<file path="src/rtl/seq_detect_scheduler.sv">
// rtl/seq_detect_scheduler.sv - round-robin scheduler sharing one serial pattern matcher among NUM_CH streams
// Each channel keeps its own history/fill context; the granted bit updates it and is checked this cycle.
module seq_detect_scheduler #(
  parameter int NUM_CH = 4,
  parameter int PAT_W  = 5,
  parameter int CNT_W  = 8,
  parameter int CH_W   = $clog2(NUM_CH)
) (
  input  logic              clk,
  input  logic              reset,
  input  logic              enable,
  input  logic              cfg_we,
  input  logic [PAT_W-1:0]  cfg_pattern,
  input  logic              cfg_overlap,
  input  logic [NUM_CH-1:0] ch_valid,
  input  logic [NUM_CH-1:0] ch_bit,
  output logic [NUM_CH-1:0] ch_ready,
  output logic              detected,
  output logic [CH_W-1:0]   det_ch,
  input  logic              clr_counts,
  input  logic [CH_W-1:0]   cnt_sel,
  output logic [CNT_W-1:0]  cnt_out
);
  localparam int FILL_W = $clog2(PAT_W + 1);
  localparam int SUM_W  = CH_W + 1;
  localparam logic [FILL_W-1:0] FILL_FULL = FILL_W'(PAT_W);
  localparam logic [SUM_W-1:0]  NUM_CH_S  = SUM_W'(NUM_CH);

  typedef enum logic {IDLE, RUN} state_e;
  state_e state_q, state_d;

  logic [PAT_W-1:0]  pattern_q;
  logic              overlap_q;
  logic [CH_W-1:0]   ptr_q, ptr_d;
  logic [PAT_W-1:0]  hist_q [NUM_CH];
  logic [PAT_W-1:0]  hist_d [NUM_CH];
  logic [FILL_W-1:0] fill_q [NUM_CH];
  logic [FILL_W-1:0] fill_d [NUM_CH];
  logic [CNT_W-1:0]  cnt_q  [NUM_CH];
  logic [CNT_W-1:0]  cnt_d  [NUM_CH];
  logic              detected_q, detected_d;
  logic [CH_W-1:0]   det_ch_q, det_ch_d;

  logic              grant_en, grant_any, xfer, match;
  logic [CH_W-1:0]   grant_idx;
  logic [SUM_W-1:0]  scan_sum;
  logic [CH_W-1:0]   scan_idx;
  logic [PAT_W-1:0]  new_hist;
  logic [FILL_W-1:0] new_fill;

  always_ff @(posedge clk or negedge reset) begin
    if (!reset) state_q <= IDLE;
    else        state_q <= state_d;
  end

  always_comb begin
    state_d = state_q;
    case (state_q)
      IDLE:    if (enable && !cfg_we) state_d = RUN;
      RUN:     if (!enable) state_d = IDLE;
      default: state_d = IDLE;
    endcase
  end

  always_comb begin
    grant_en = (state_q == RUN) && enable && !cfg_we;
  end

  // Scan upward from the pointer, wrapping, for the first requesting channel.
  always_comb begin
    grant_any = 1'b0;
    grant_idx = '0;
    scan_sum  = '0;
    scan_idx  = '0;
    for (int k = 0; k < NUM_CH; k++) begin
      scan_sum = {1'b0, ptr_q} + SUM_W'(k);
      if (scan_sum >= NUM_CH_S) scan_sum = scan_sum - NUM_CH_S;
      scan_idx = scan_sum[CH_W-1:0];
      if (!grant_any && ch_valid[scan_idx]) begin
        grant_any = 1'b1;
        grant_idx = scan_idx;
      end
    end
  end

  always_comb begin
    xfer = grant_en && grant_any;
    for (int i = 0; i < NUM_CH; i++) begin
      ch_ready[i] = xfer && (grant_idx == CH_W'(i));
    end
  end

  always_comb begin
    new_hist = {hist_q[grant_idx][PAT_W-2:0], ch_bit[grant_idx]};
    new_fill = (fill_q[grant_idx] == FILL_FULL) ? FILL_FULL : fill_q[grant_idx] + FILL_W'(1);
    match    = xfer && (new_fill == FILL_FULL) && (new_hist == pattern_q);
  end

  always_comb begin
    ptr_d      = ptr_q;
    detected_d = match;
    det_ch_d   = match ? grant_idx : det_ch_q;
    for (int i = 0; i < NUM_CH; i++) begin
      hist_d[i] = hist_q[i];
      fill_d[i] = fill_q[i];
      cnt_d[i]  = cnt_q[i];
      if (cfg_we) begin
        hist_d[i] = '0;
        fill_d[i] = '0;
      end else if (xfer && (grant_idx == CH_W'(i))) begin
        hist_d[i] = new_hist;
        fill_d[i] = (match && !overlap_q) ? '0 : new_fill;
      end
      if (clr_counts) begin
        cnt_d[i] = '0;
      end else if (match && (grant_idx == CH_W'(i)) && (cnt_q[i] != '1)) begin
        cnt_d[i] = cnt_q[i] + CNT_W'(1);
      end
    end
    if (xfer) ptr_d = (grant_idx == CH_W'(NUM_CH - 1)) ? '0 : grant_idx + CH_W'(1);
  end

  always_ff @(posedge clk or negedge reset) begin
    if (!reset) begin
      pattern_q  <= '0;
      overlap_q  <= 1'b1;
      ptr_q      <= '0;
      detected_q <= 1'b0;
      det_ch_q   <= '0;
      for (int i = 0; i < NUM_CH; i++) begin
        hist_q[i] <= '0;
        fill_q[i] <= '0;
        cnt_q[i]  <= '0;
      end
    end else begin
      if (cfg_we) begin
        pattern_q <= cfg_pattern;
        overlap_q <= cfg_overlap;
      end
      ptr_q      <= ptr_d;
      detected_q <= detected_d;
      det_ch_q   <= det_ch_d;
      for (int i = 0; i < NUM_CH; i++) begin
        hist_q[i] <= hist_d[i];
        fill_q[i] <= fill_d[i];
        cnt_q[i]  <= cnt_d[i];
      end
    end
  end

  assign detected = detected_q;
  assign det_ch   = det_ch_q;
  assign cnt_out  = cnt_q[cnt_sel];

endmodule

</file>
<file path="config.mk">
export PLATFORM = sky130hd
export DESIGN_NAME = seq_detect_scheduler
export DESIGN_NICKNAME = d
export VERILOG_FILES = /design/src/rtl/seq_detect_scheduler.sv
export SDC_FILE = /design/constraint.sdc
export NUM_CORES = 1
export LEC_CHECK = 0
export ABC_AREA = 1
export BUFFER_PORTS_ARGS = -buffer_cell sky130_fd_sc_hd__buf_2
export CAP_MARGIN = 20
export CORE_MARGIN = 2
export CORE_UTILIZATION = 35
export CTS_CLUSTER_DIAMETER = 100
export DETAILED_ROUTE_END_ITERATION = 10
export SYNTH_ARGS = -nofsm -noshare
export SYNTH_HDL_FRONTEND = slang
export SYNTH_SLANG_ARGS = --single-unit
</file>
<file path="constraint.sdc">
create_clock -name clk -period 4.12 [get_ports clk]
set_clock_uncertainty 0.2 [all_clocks]
set_input_delay 0.824 -clock clk [delete_from_list [all_inputs] [get_ports clk]]
set_output_delay 0.824 -clock clk [all_outputs]
set_load 0.02 [all_outputs]
</file>
After elaboration in Yosys (flattened, before gate mapping). Cells that the tools add are included.

Register bits after elaboration: 76. Input port bits: 21. Output and inout bits: 15. Word-level logic and storage cells: 152.

Add/sub/neg operators: 13. Order comparisons: 11. Equal/unequal tests: 10. Mux-type cells: 61. Bitwise gates (word level): 3. Reductions and logical operators: 36.

Operators by type and width (number): 8-bit two-way mux (10); 5-bit two-way mux (8); 3-bit two-way mux (12); 8-bit by 1-bit adder with 8-bit output, second input constant (4); 8-bit inequality test, second input constant (4); 1-bit logical AND (22); 2-bit two-way mux (9); 8-bit binary-select mux with 2-bit select (1); 2-bit nonzero test (8); 3-bit >= comparator, second input constant (5); 2-bit by 3-bit < comparator with 1-bit output, second input constant (5); 1-bit two-way mux (11); 1-bit binary-select mux with 2-bit select (5); 5-bit binary-select mux with 2-bit select (1); 4-bit two-way mux (2); 2-bit by 1-bit subtractor with 2-bit output, second input constant (4); 2-bit by 2-bit adder with 3-bit output, second input constant (2); 3-bit binary-select mux with 2-bit select (1); 3-bit equality test, second input constant (2); 2-bit inverter with 3-bit output (2); 5-bit equality test (1); 1-bit logical NOT (5); 2-bit equality test, second input constant (2); 2-bit by 1-bit adder with 3-bit output, second input constant (1); other kinds (7) (7).

Longest topological paths before layout.
Depth after elaboration: 27. Gate-level depth with buffers: 23. Depth with buffers taken out: 22.

Worst setup path before layout. OpenSTA, ideal clock, no wires.

Kind: input -> output. Start point: in ch_valid[3]. End point: out ch_ready[0]. Arrival: 2.189 ns. Required time: 3.096 ns. Slack: 0.907 ns. Stages: 11. Buffers on the path: 1. Cells stage by stage: inv_1 nand2_1 nand3_1 nand2_2 nor2_4 nand4_1 nand2_2 buf_2 ha_1 inv_1 nor2_1.

Cells in the longest elaborated chain, start to end: 14. Elaborated cells on any way between the ends: 25. Those cells by class: mux: 16; reduce/logical: 9.

Ends and longest elaborated chain: start: declaration (RTL line 15) `input logic [NUM_CH-1:0] ch_valid,`; 1-bit binary-select mux with 2-bit select (RTL line 79) `if (!grant_any && ch_valid[scan_idx]) begin`; 1-bit two-way mux (implied by the code) (RTL line 79); 1-bit two-way mux (RTL line 79); 1-bit logical NOT (RTL line 79); 1-bit logical AND (RTL line 79); 1-bit two-way mux (RTL line 79); 1-bit logical NOT (RTL line 79); 1-bit logical AND (RTL line 79); 1-bit two-way mux (RTL line 79); 1-bit logical NOT (RTL line 79); 1-bit logical AND (RTL line 79); 2-bit two-way mux / 1-bit two-way mux (equally long branches) (RTL line 79); 2-bit logical NOT / 1-bit logical AND (equally long branches) (RTL line 89, 87); 1-bit logical AND * (RTL line 89) `ch_ready[i] = xfer && (grant_idx == CH_W'(i));`; end: declaration (RTL line 17) `output logic [NUM_CH-1:0] ch_ready,`.

Mark *: on every way between the ends. The rest lies on a longest branch, timed or not. The select of a mux whose other input is x is not followed.

Worst setup path in the final report.
Start point: reg ptr_q[0]. End point: out ch_ready[2].

Cells in the longest elaborated chain, start to end: 16. Elaborated cells on any way between the ends: 40. Those cells by class: add/sub: 7; order compare: 4; eq/ne: 1; mux: 20; reduce/logical: 8.

Ends and longest elaborated chain: start: declaration (RTL line 34) `logic [CH_W-1:0] ptr_q, ptr_d;`; start signal: assignment (RTL line 140) `ptr_q <= ptr_d;`; parallel branches: the longest is 13 deep, another holds 2-bit by 1-bit adder with 3-bit output; 2-bit two-way mux * (RTL line 79); via grant_idx[1] (RTL line 45) `logic [CH_W-1:0] grant_idx;`; 2-bit equality test * (RTL line 89); 1-bit logical AND * (RTL line 89).

Mark *: on every way through the listed nets, which the timed path passes. The select of a mux whose other input is x is not followed.

==> results.sh <==
export IMPL_num_fill_cells=1327
export IMPL_finalHoldViolCount=0
export IMPL_postCtsSetupRepairBufs=0
export IMPL_layout_min_cycle_time_ps=3830
export IMPL_avgRoutedWirePerCell_um=13.5
export IMPL_cp_top_family="simple AND/OR/NAND/NOR gates"
export IMPL_drtIter0Drc=319
export IMPL_power_density_mw_per_mm2=730
export IMPL_max_freq_mhz=261
export IMPL_portBuffers=35
export IMPL_cp_end_kind="output port"
export IMPL_drive_gt1_share_pct=11.3
export IMPL_cts_inserted_buffers=9
export IMPL_critical_path_buf_inv_count=4
export IMPL_cp_start_kind="flip-flop"
export IMPL_drv_slew=0
export IMPL_total_power_mw=3.78
export IMPL_core_area_sq_mm=0.0127
export IMPL_grt_antenna_before_repair=0
export IMPL_hpwl_mm=8.73
export IMPL_netlist_top_cells_area="dfrtp_1 39%, nand2_1 17%, inv_1 7.2%"
export IMPL_routed_via_density=4.91
export IMPL_grt_use_total_pct=17.7
export IMPL_cp_required_ps=3100
export IMPL_syn2layout_area_growth_pct=13.1
export IMPL_dieArea_sq_mm=0.0140
export IMPL_crit_chain="inv_6, nand2_1, nand2_1, nand2_1, nand2_2, nor2_4, nand3_1, nand3_1, nand2_2, inv_2, ha_1, inv_1, nor2_1, buf_2"
export IMPL_cts_resized=0
export IMPL_synth_warnings=0
export IMPL_pre_cts_slack_ps=241
export IMPL_yosysSeqAreaShare_pct=39.4
export IMPL_fin_crit_sh_pct=93.1
export IMPL_whs_ps=284
export IMPL_crit_type="flip-flop to output port"
export IMPL_maxCapViolCount=0
export IMPL_clock_path_buffers=2
export IMPL_grt_remaining_overflow=0
export IMPL_ys_top_cells_by_count="209 x nand2_1, 88 x inv_1, 78 x nor2_1, 71 x dfrtp_1, 56 x nand3_1"
export IMPL_status="finished clean"
export IMPL_cts_hold_buf=0
export IMPL_avgSynthCellArea_sq_um=6.80
export IMPL_rsz0062_at_grt="false"
export IMPL_tns_ps=0
export IMPL_ios=36
export IMPL_cp_arrival_ps=2810
export IMPL_synth_edf_count=0
export IMPL_synth_distinct_cells=30
export IMPL_ant_nets=0
export IMPL_grt_max_degree=40
export IMPL_remaining_drc_errors=0
export IMPL_vias=4329
export IMPL_synth_most_common_cell="nand2_1"
export IMPL_ys_seq_elements=72
export IMPL_diodes=0
export IMPL_synth_cells=673
export IMPL_power_leakage_nw=2.67
export IMPL_ys_flop_type="dfrtp_1"
export IMPL_yosysTopAreaCell="dfrtp_1"
export IMPL_ys_async_sr_fraction_pct=100
export IMPL_final_setup_worst_slack_ps=286
export IMPL_die_w_um=118
export IMPL_hold_path_class="flip-flop to flip-flop"
export IMPL_cts_num_sinks=72
export IMPL_finalSetupViolations=0
export IMPL_ctsRootBufferMaster="clkbuf_16"
export IMPL_maxSlewHeadroom_pct=34.4
export IMPL_worstPathMaxFanout=15
export IMPL_start_util_pct=36.1
export IMPL_irDropWorstVdd_mv=0.360
export IMPL_critPathSlowestCell="dfrtp_1"
export IMPL_drt_pass1_iterations=7
export IMPL_critical_path_max_stage_delay_ps=580
export IMPL_cts_tree="yes"
export IMPL_dieHeight_um=118
export IMPL_tightest_slew_ps=982
export IMPL_syn_area_sq_mm=0.00458
export IMPL_std_cell_rows=41
export IMPL_gp_congestion=0.912
export IMPL_cts_htree_levels=3
export IMPL_clkTransAtPathRegs_ps=60
export IMPL_synthesis_nets=702
export IMPL_insertion_delay_ps=340
export IMPL_synth_top_area_share_pct=38.8
export IMPL_grt_pass1_wl_mm=20.0
export IMPL_nNetsFinal=734
export IMPL_drt_wl_total_mm=11.9
export IMPL_crit_top_cell="nand2_1"
export IMPL_grt_pass1_vias=4090
## metrics by stage
step	util, %	cells	cell area, sq um
3_5_place_dp	38.6	866	4890
5_1_grt	40.8	882	5170
3_3_place_gp	38.6	866	4890
6_report	40.8	882	5170
4_1_cts	40.8	882	5170
2_1_floorplan	-	673	4580
## placed cells by master, fill, tap and decap left out, types with 2 or more instances in the layout
cell type | netlist | layout
nand2_1 | 209 | 209
inv_1 | 88 | 88
nor2_1 | 78 | 78
dfrtp_1 | 71 | 71
nand3_1 | 56 | 56
o21ai_0 | 49 | 49
buf_2 | 5 | 35
nand4_1 | 29 | 29
a21oi_1 | 11 | 11
nand2_2 | 9 | 9
nor3_1 | 9 | 9
clkbuf_16 | 0 | 9
ha_1 | 8 | 8
buf_4 | 2 | 8
o22ai_1 | 6 | 6
xor2_1 | 5 | 5
inv_2 | 4 | 4
nand3_2 | 4 | 4
clkbuf_1 | 9 | 4
nor2_4 | 3 | 3
a31oi_1 | 3 | 3
o21ai_1 | 2 | 2
## cell families (layout without fill, tap and decap cells)
group                    after synthesis  count (layout)  share of synthesized area [%]
AND/OR/NAND/NOR                      400             400                           38.5
buffers and inverters                116             153                           10.7
XOR/XNOR                               6               6                           1.15
adder cells (fa/ha/maj)                8               8                           2.19
flip-flops                            72              72                           39.4
AO/OA/AOI/OAI                         71              71                           8.01
## state kept, by name, summed over array words and instances, names as in the netlist
register   cells
hist_q        16
det_ch         2
ptr_q          2
overlap_q      1
cnt_q         32
fill_q        12
detected       1
pattern_q      5
state_q        1
## per-layer routing
layer / GRT usage, % / vias up / part of all wire [%]
li1: - / 2199 / -
met1: 23.5 / 2026 / 47
met2: 28.9 / 89 / 47
met3: 3.09 / 15 / 3.5
met4: 6.33 / 0 / 1.7
met5: 0 / - / 0
## area by class of cell
type	count	area (sq um)	share of cell area, %
repair buffers	43	235	4.55
clock buffers	13	240	4.64
clock inverters	3	42.5	0.822
inverters	94	358	6.91
multi-input cells	485	2280	44.1
well taps	172	215	4.16
flip-flops and latches	72	1800	34.8
## power by group
| part | leakage, nW | internal (mW) | switching [mW] |
|---|---|---|---|
| logic | 1.57 | 0.609 | 1.49 |
| registers | 0.964 | 0.832 | 0.0803 |
| clock network | 0.134 | 0.469 | 0.298 |
| total | 2.67 | 1.91 | 1.87 |
## path summary, 6_finish.rpt
| path | from | to | slack, ps | depth (start not counted) |
|---|---|---|---|---|
| max | ptr_q[0] | ch_ready[2] | 290 | 14 |
| min | hist_q[5] | hist_q[5] | 280 | 2 |
| max reg2reg | ptr_q[0] | fill_q[5] | 560 | 20 |
| min reg2reg | hist_q[5] | hist_q[5] | 280 | 2 |
| max in group asynchronous | reset | fill_q[0] | 2480 | 2 |
| min in group asynchronous | reset | hist_q[7] | 430 | 1 |
## worst reg2reg max path: cells and delay by family, from the launching register on
| kind | cells | cell delay (ps) |
|---|---|---|
| buffers and inverters | 2 | 320 |
| DFF | 1 | 520 |
| and+or+nand+nor | 17 | 2310 |
| AOI/OAI and AO/OA | 1 | 90 |
Note: power is estimated with default switching activity, not from simulation.
